$ cat src/rtl/mips_front_pipe_regs.sv
`default_nettype none
// ============================================================================
// Module   : mips_front_pipe_regs
// Purpose  : IF/ID, ID/EX and EX/MEM pipeline registers of the 5-stage MIPS
//            core. Optional macro PIPE_FLUSH_EN adds a `flush` input.
// Revision : 1.0 - initial release
// ============================================================================
module mips_front_pipe_regs (
   input  logic        clk,
   input  logic        rst_b,
`ifdef PIPE_FLUSH_EN
   input  logic        flush,
`endif
   // fetch side
   input  logic [31:0] if_inst,
   input  logic        if_halted,
   output logic [31:0] id_inst,
   output logic        id_halted,
   // decode side
   input  logic [31:0] id_inst_addr,
   input  logic [31:0] id_rs_data,
   input  logic [31:0] id_rt_data,
   input  logic [31:0] id_imm,
   input  logic [25:0] id_jea,
   input  logic [21:0] id_ctrl,
   input  logic        id_is_nop,
   output logic [31:0] ex_inst,
   output logic [31:0] ex_inst_addr,
   output logic [31:0] ex_rs_data,
   output logic [31:0] ex_rt_data,
   output logic [31:0] ex_imm,
   output logic [25:0] ex_jea,
   output logic [21:0] ex_ctrl,
   output logic        ex_is_nop,
   output logic        ex_halted,
   output logic [4:0]  ex_rs_num,
   output logic [4:0]  ex_rt_num,
   output logic [4:0]  ex_rd_num_f,
   output logic [4:0]  ex_shamt,
   output logic [5:0]  ex_funct,
   // execute side
   input  logic [31:0] ex_alu_result,
   input  logic [4:0]  ex_rd_num,
   input  logic        ex_zero,
   output logic [31:0] mem_inst,
   output logic [31:0] mem_inst_addr,
   output logic [31:0] mem_alu_result,
   output logic [31:0] mem_rt_data,
   output logic [31:0] mem_imm,
   output logic [4:0]  mem_rd_num,
   output logic [21:0] mem_ctrl,
   output logic        mem_zero,
   output logic        mem_is_nop,
   output logic        mem_halted
);

   logic w_flush;

`ifdef PIPE_FLUSH_EN
   assign w_flush = flush;
`else
   assign w_flush = 1'b0;
`endif

   // IF/ID bank
   always_ff @(posedge clk or negedge rst_b) begin
      if (!rst_b) begin
         id_inst   <= '0;
         id_halted <= 1'b0;
      end else if (w_flush) begin
         id_inst   <= '0;
         id_halted <= 1'b0;
      end else begin
         id_inst   <= if_inst;
         id_halted <= if_halted;
      end
   end

   // ID/EX bank; reset and flush both leave a bubble behind
   always_ff @(posedge clk or negedge rst_b) begin
      if (!rst_b) begin
         ex_inst      <= '0;
         ex_inst_addr <= '0;
         ex_rs_data   <= '0;
         ex_rt_data   <= '0;
         ex_imm       <= '0;
         ex_jea       <= '0;
         ex_ctrl      <= '0;
         ex_is_nop    <= 1'b1;
         ex_halted    <= 1'b0;
      end else if (w_flush) begin
         ex_inst      <= '0;
         ex_inst_addr <= '0;
         ex_rs_data   <= '0;
         ex_rt_data   <= '0;
         ex_imm       <= '0;
         ex_jea       <= '0;
         ex_ctrl      <= '0;
         ex_is_nop    <= 1'b1;
         ex_halted    <= 1'b0;
      end else begin
         ex_inst      <= id_inst;
         ex_inst_addr <= id_inst_addr;
         ex_rs_data   <= id_rs_data;
         ex_rt_data   <= id_rt_data;
         ex_imm       <= id_imm;
         ex_jea       <= id_jea;
         ex_ctrl      <= id_ctrl;
         ex_is_nop    <= id_is_nop;
         ex_halted    <= id_halted;
      end
   end

   assign ex_rs_num   = ex_inst[25:21];
   assign ex_rt_num   = ex_inst[20:16];
   assign ex_rd_num_f = ex_inst[15:11];
   assign ex_shamt    = ex_inst[10:6];
   assign ex_funct    = ex_inst[5:0];

   // EX/MEM bank: mixes registered ID/EX state with live execute results
   always_ff @(posedge clk or negedge rst_b) begin
      if (!rst_b) begin
         mem_inst       <= '0;
         mem_inst_addr  <= '0;
         mem_alu_result <= '0;
         mem_rt_data    <= '0;
         mem_imm        <= '0;
         mem_rd_num     <= '0;
         mem_ctrl       <= '0;
         mem_zero       <= 1'b0;
         mem_is_nop     <= 1'b1;
         mem_halted     <= 1'b0;
      end else begin
         mem_inst       <= ex_inst;
         mem_inst_addr  <= ex_inst_addr;
         mem_alu_result <= ex_alu_result;
         mem_rt_data    <= ex_rt_data;
         mem_imm        <= ex_imm;
         mem_rd_num     <= ex_rd_num;
         mem_ctrl       <= ex_ctrl;
         mem_zero       <= ex_zero;
         mem_is_nop     <= ex_is_nop;
         mem_halted     <= ex_halted;
      end
   end

endmodule
`default_nettype wire

$ cat config.mk
export PLATFORM = sky130hd
export DESIGN_NAME = mips_front_pipe_regs
export DESIGN_NICKNAME = d
export VERILOG_FILES = /design/src/rtl/mips_front_pipe_regs.sv
export SDC_FILE = /design/constraint.sdc
export NUM_CORES = 1
export LEC_CHECK = 0
export ABC_AREA = 1
export BUFFER_PORTS_ARGS = -buffer_cell sky130_fd_sc_hd__buf_4
export CORE_AREA = 4 4 272 274
export DETAILED_ROUTE_END_ITERATION = 8
export DIE_AREA = 0 0 276 278
export SLEW_MARGIN = 30
export SYNTH_ARGS = -nofsm -noshare
export SYNTH_HDL_FRONTEND = slang
export SYNTH_SLANG_ARGS = --single-unit
$ cat constraint.sdc
create_clock -name clk -period 1 [get_ports clk]
set_clock_uncertainty 0.1 [all_clocks]
set_input_delay 0.2 -clock clk [delete_from_list [all_inputs] [get_ports clk]]
set_output_delay 0.2 -clock clk [all_outputs]
set_load 0.02 [all_outputs]
After elaboration in Yosys (flattened, before gate mapping)
Index checks and enable logic that the tools add are counted.

word-level totals
  word-level logic and storage cells = 21
  flip-flop bits (word level) = 433
  input port bits = 250

Longest topological paths before layout
  depth in word-level cells = 0
  depth in mapped cells = 1

Worst setup path before layout
OpenSTA, ideal clock, no wires.

  kind = register to output
  start = register ex_inst[0]
  end = output ex_inst[0]
  cell stages (with the launch flop) = 2
  required time = 0.700 ns
  path slack = 0.075 ns
  buffers on the path = 1
  data arrival time = 0.625 ns
  path through = dfrtp_1 -> buf_4

RTL lines
  item                      line  RTL
  start: declaration        27    output logic [31:0] ex_inst,
  start signal: assignment  102   ex_inst <= id_inst;

No word-level cell between the ends.

Worst setup path in the final report
  start = register ex_is_nop
  end = output ex_is_nop

RTL lines
  item                      line  RTL
  start: declaration        34    output logic ex_is_nop,
  start signal: assignment  109   ex_is_nop <= id_is_nop;

No word-level cell between the ends.

==> impl_metrics.csv <==
group,metric,value,unit
synthesis,syn_area_per_cell,24.04,um^2
power_and_ir_drop,leakagePower,11.32,nW
grt,grt_max_degree,42,
synthesis,synth_nets,709,
synthesis,yosys.area.top_type,"dfrtp_1",
floorplan,start_util,15.46,%
grt,first_global_vias,9592,
synthesis,netlist_area,0.01103,mm^2
clock_network,root_buffer,"clkbuf_16",
status,violations,"setup timing",
worst_setup_path,crit_path_max_fanout,2,
worst_setup_path,cp.depth,1,
floorplan,dieArea,0.07673,mm^2
sta,period_needed,1.502,ns
sta,max_freq,0.6656,GHz
sta,setup_violations,459,
floorplan,core_area,0.07136,mm^2
synthesis,postSynthCellCount,459,
synthesis,synth_ff_type,"dfrtp_1",
drt,drt_pass1_iterations,4,
synthesis,synth-seq-cells,433,
worst_hold_path,holdCritPathClass,"input port to async pin",
floorplan,boundaryPins,709,
grt,grt_pass1_wl,64890,um
worst_setup_path,slowest_delay,0.54,ns
worst_setup_path,crit_chain,"buf_6",
clock_network,worst_setup_hold_path_clk_slew,0.06,ns
sta,worstMarginPinSlew,0.2854,ns
synthesis,async_reset_ff_share,100.0,%
sta,rsz0062_at_grt,"yes",
status,status,"complete, but fails checks",
drt,via_per_inst,3.246,
power_and_ir_drop,ir_drop,1.298,mV
synthesis,synth_common_cells,"dfrtp_1 (431), buf_4 (26), dfstp_2 (2)",
place,dpl_cell_area,0.01769,mm^2
clock_network,worst_skew_pair.late_latency,0.55,ns
clock_network,htreeDepth,2,
sta,fin_crit_sh,150.2,%
synthesis,synth.most_common_cell,"dfrtp_1",
clock_network,clk_path_buf_depth,3,
worst_setup_path,r2r_cells,3,
worst_setup_path,path_buf_inv,1,
place,place.gp.congestion,0.8428,
drt,postRouteAntennaNets,0,
sta,slew_headroom,80.97,%
synthesis,synth_edf_count,0,
run,drv_cap,0,
synthesis,ys_seq_area_share,98.23,%
drt,vias,8197,
drt,drc,0,
drt,drtIter0Drc,247,
clock_network,numCtsBuffers,45,
cells_and_area,area_delta_synth_final,117.1,%
cells_and_area,multiInputGateArea,0,um^2
cells_and_area,fin_util,33.57,%
grt,antenna_found_initial,10,
synthesis,yosysTopAreaCellShare,97.75,%
worst_setup_path,critical_path_arrival,1.20,ns
place,post-dp-hpwl,31340,um
worst_setup_path,critPathCaptureType,"output port",
floorplan,fp.dieW,276,um
cells_and_area,design_area,0.02396,mm^2
sta,worst_slack,-0.5024,ns
clock_network,cts_sinks,433,
synthesis,synthTopCellsByArea,"dfrtp_1 (98%), buf_4 (1.8%), dfstp_2 (0.48%)",
floorplan,rows,98,
grt,grt_usage,11.17,%
cells_and_area,nets,1789,
cells_and_area,drive_gt1_share,56.65,%
worst_setup_path,critical_path.startpoint_type,"flip-flop",
grt,overflow,0,
synthesis,netlist-cell-type-count,3,
drt,drt-wirelength-per-cell,17.75,um
clock_network,cts_tree,"done",
power_and_ir_drop,p_per_area,1757,mW/mm^2
synthesis,ys_warn_count,0,
worst_setup_path,path_class,"flip-flop to output port",
floorplan,die_h,278,um
drt,totalWireLength,44810,um
cells_and_area,multi_input_gates,0,
sta,drv_slew,0,
worst_setup_path,crit_family,"flip-flops",
sta,hold_violations,0,
place,portBuffers,708,
worst_setup_path,cp_slowest_cell,"dfstp_2",
worst_setup_path,critPathRequiredTime,0.70,ns
per-stage QoR:
step           TNS, ns  hold slack (ns)  total power, W  std cells  setup WS (ns)
2_1_floorplan        0          -0.1956         0.02038        459        0.07542
3_3_place_gp         0          0.04824         0.02341       2123        0.04997
3_5_place_dp         0          0.04945         0.02347       2123        0.05396
4_1_cts        -197.52          0.06840         0.04256       2491        -0.5601
5_1_grt        -199.58          0.09949         0.04381       2523        -0.5676
6_report       -171.33           0.1070         0.04209       2525        -0.5024
report_power, final:
group | switching (W) | leakage [nW] | internal [W]
Sequential | 0.000621 | 5.04 | 0.0184
Combinational | 0.00262 | 5.54 | 0.00328
Clock | 0.00696 | 0.738 | 0.0102
Total | 0.0102 | 11.3 | 0.0319
area by class of cell:
type	count	area, um^2
well taps	950	1189
repair buffers	1059	10400
clock buffers	60	1262
clock inverters	19	245.2
diodes	4	10.01
flip-flops and latches	433	10850
fillers	6688	47410
per-layer routing:
| layer | wire length, um | up-vias | GRT usage [%] | share of wire, % |
|---|---|---|---|---|
| met1 | 15390 | 4077 | 11.59 | 34 |
| li1 | - | 3575 | - | - |
| met5 | 27 | - | 0 | 0.060 |
| met4 | 1501 | 4 | 4.084 | 3.3 |
| met3 | 4157 | 84 | 4.496 | 9.3 |
| met2 | 23730 | 457 | 20.36 | 53 |
worst paths after layout:
check                                      startpoint                          end  slack [ns]
worst max-delay path              ex_is_nop$_DFF_PN1_                    ex_is_nop       -0.50
worst min-delay path                            rst_b         id_inst[4]$_DFF_PN0_        0.11
worst max register to register  id_inst[13]$_DFF_PN0_        ex_inst[13]$_DFF_PN0_        0.03
worst min register to register    ex_is_nop$_DFF_PN1_         mem_is_nop$_DFF_PN1_        0.28
max in group asynchronous                       rst_b  mem_alu_result[6]$_DFF_PN0_        0.15
min in group clk                            id_imm[1]          ex_imm[1]$_DFF_PN0_        0.19
placed cells by master, fill, tap and decap left out:
cell type,synthesis,layout
buf_6,0,459
dfrtp_1,431,425
buf_4,26,342
dlygate4sd3_1,0,249
clkbuf_16,0,45
clkbuf_8,0,8
buf_12,0,8
clkinv_2,0,7
clkbuf_1,0,7
dfrtp_2,0,6
bufinv_16,0,5
diode_2,0,4
clkinvlp_4,0,3
clkinv_4,0,2
dfstp_2,2,2
inv_6,0,1
inv_8,0,1
buf_8,0,1
cell families after synthesis:
group | after synthesis | share of synthesized area (%)
buffers and inverters | 26 | 1.769
DFF | 433 | 98.23
worst min-delay path, delay by kind of cell:
family / cells / cell delay (ns)
buffers and inverters: 3 / 0.92
what timing repair did:
item                                   in CTS  in global routing
pin swaps                                   0                  0
hold buffers                              249                  0
setup buffers                              40                 30
endpoints found under the hold margin     681                  0
resized for setup                         462                  3
setup endpoints to repair                 459                459
gates cloned                                0                  0
No activity file was read; power rests on OpenSTA's default activity.
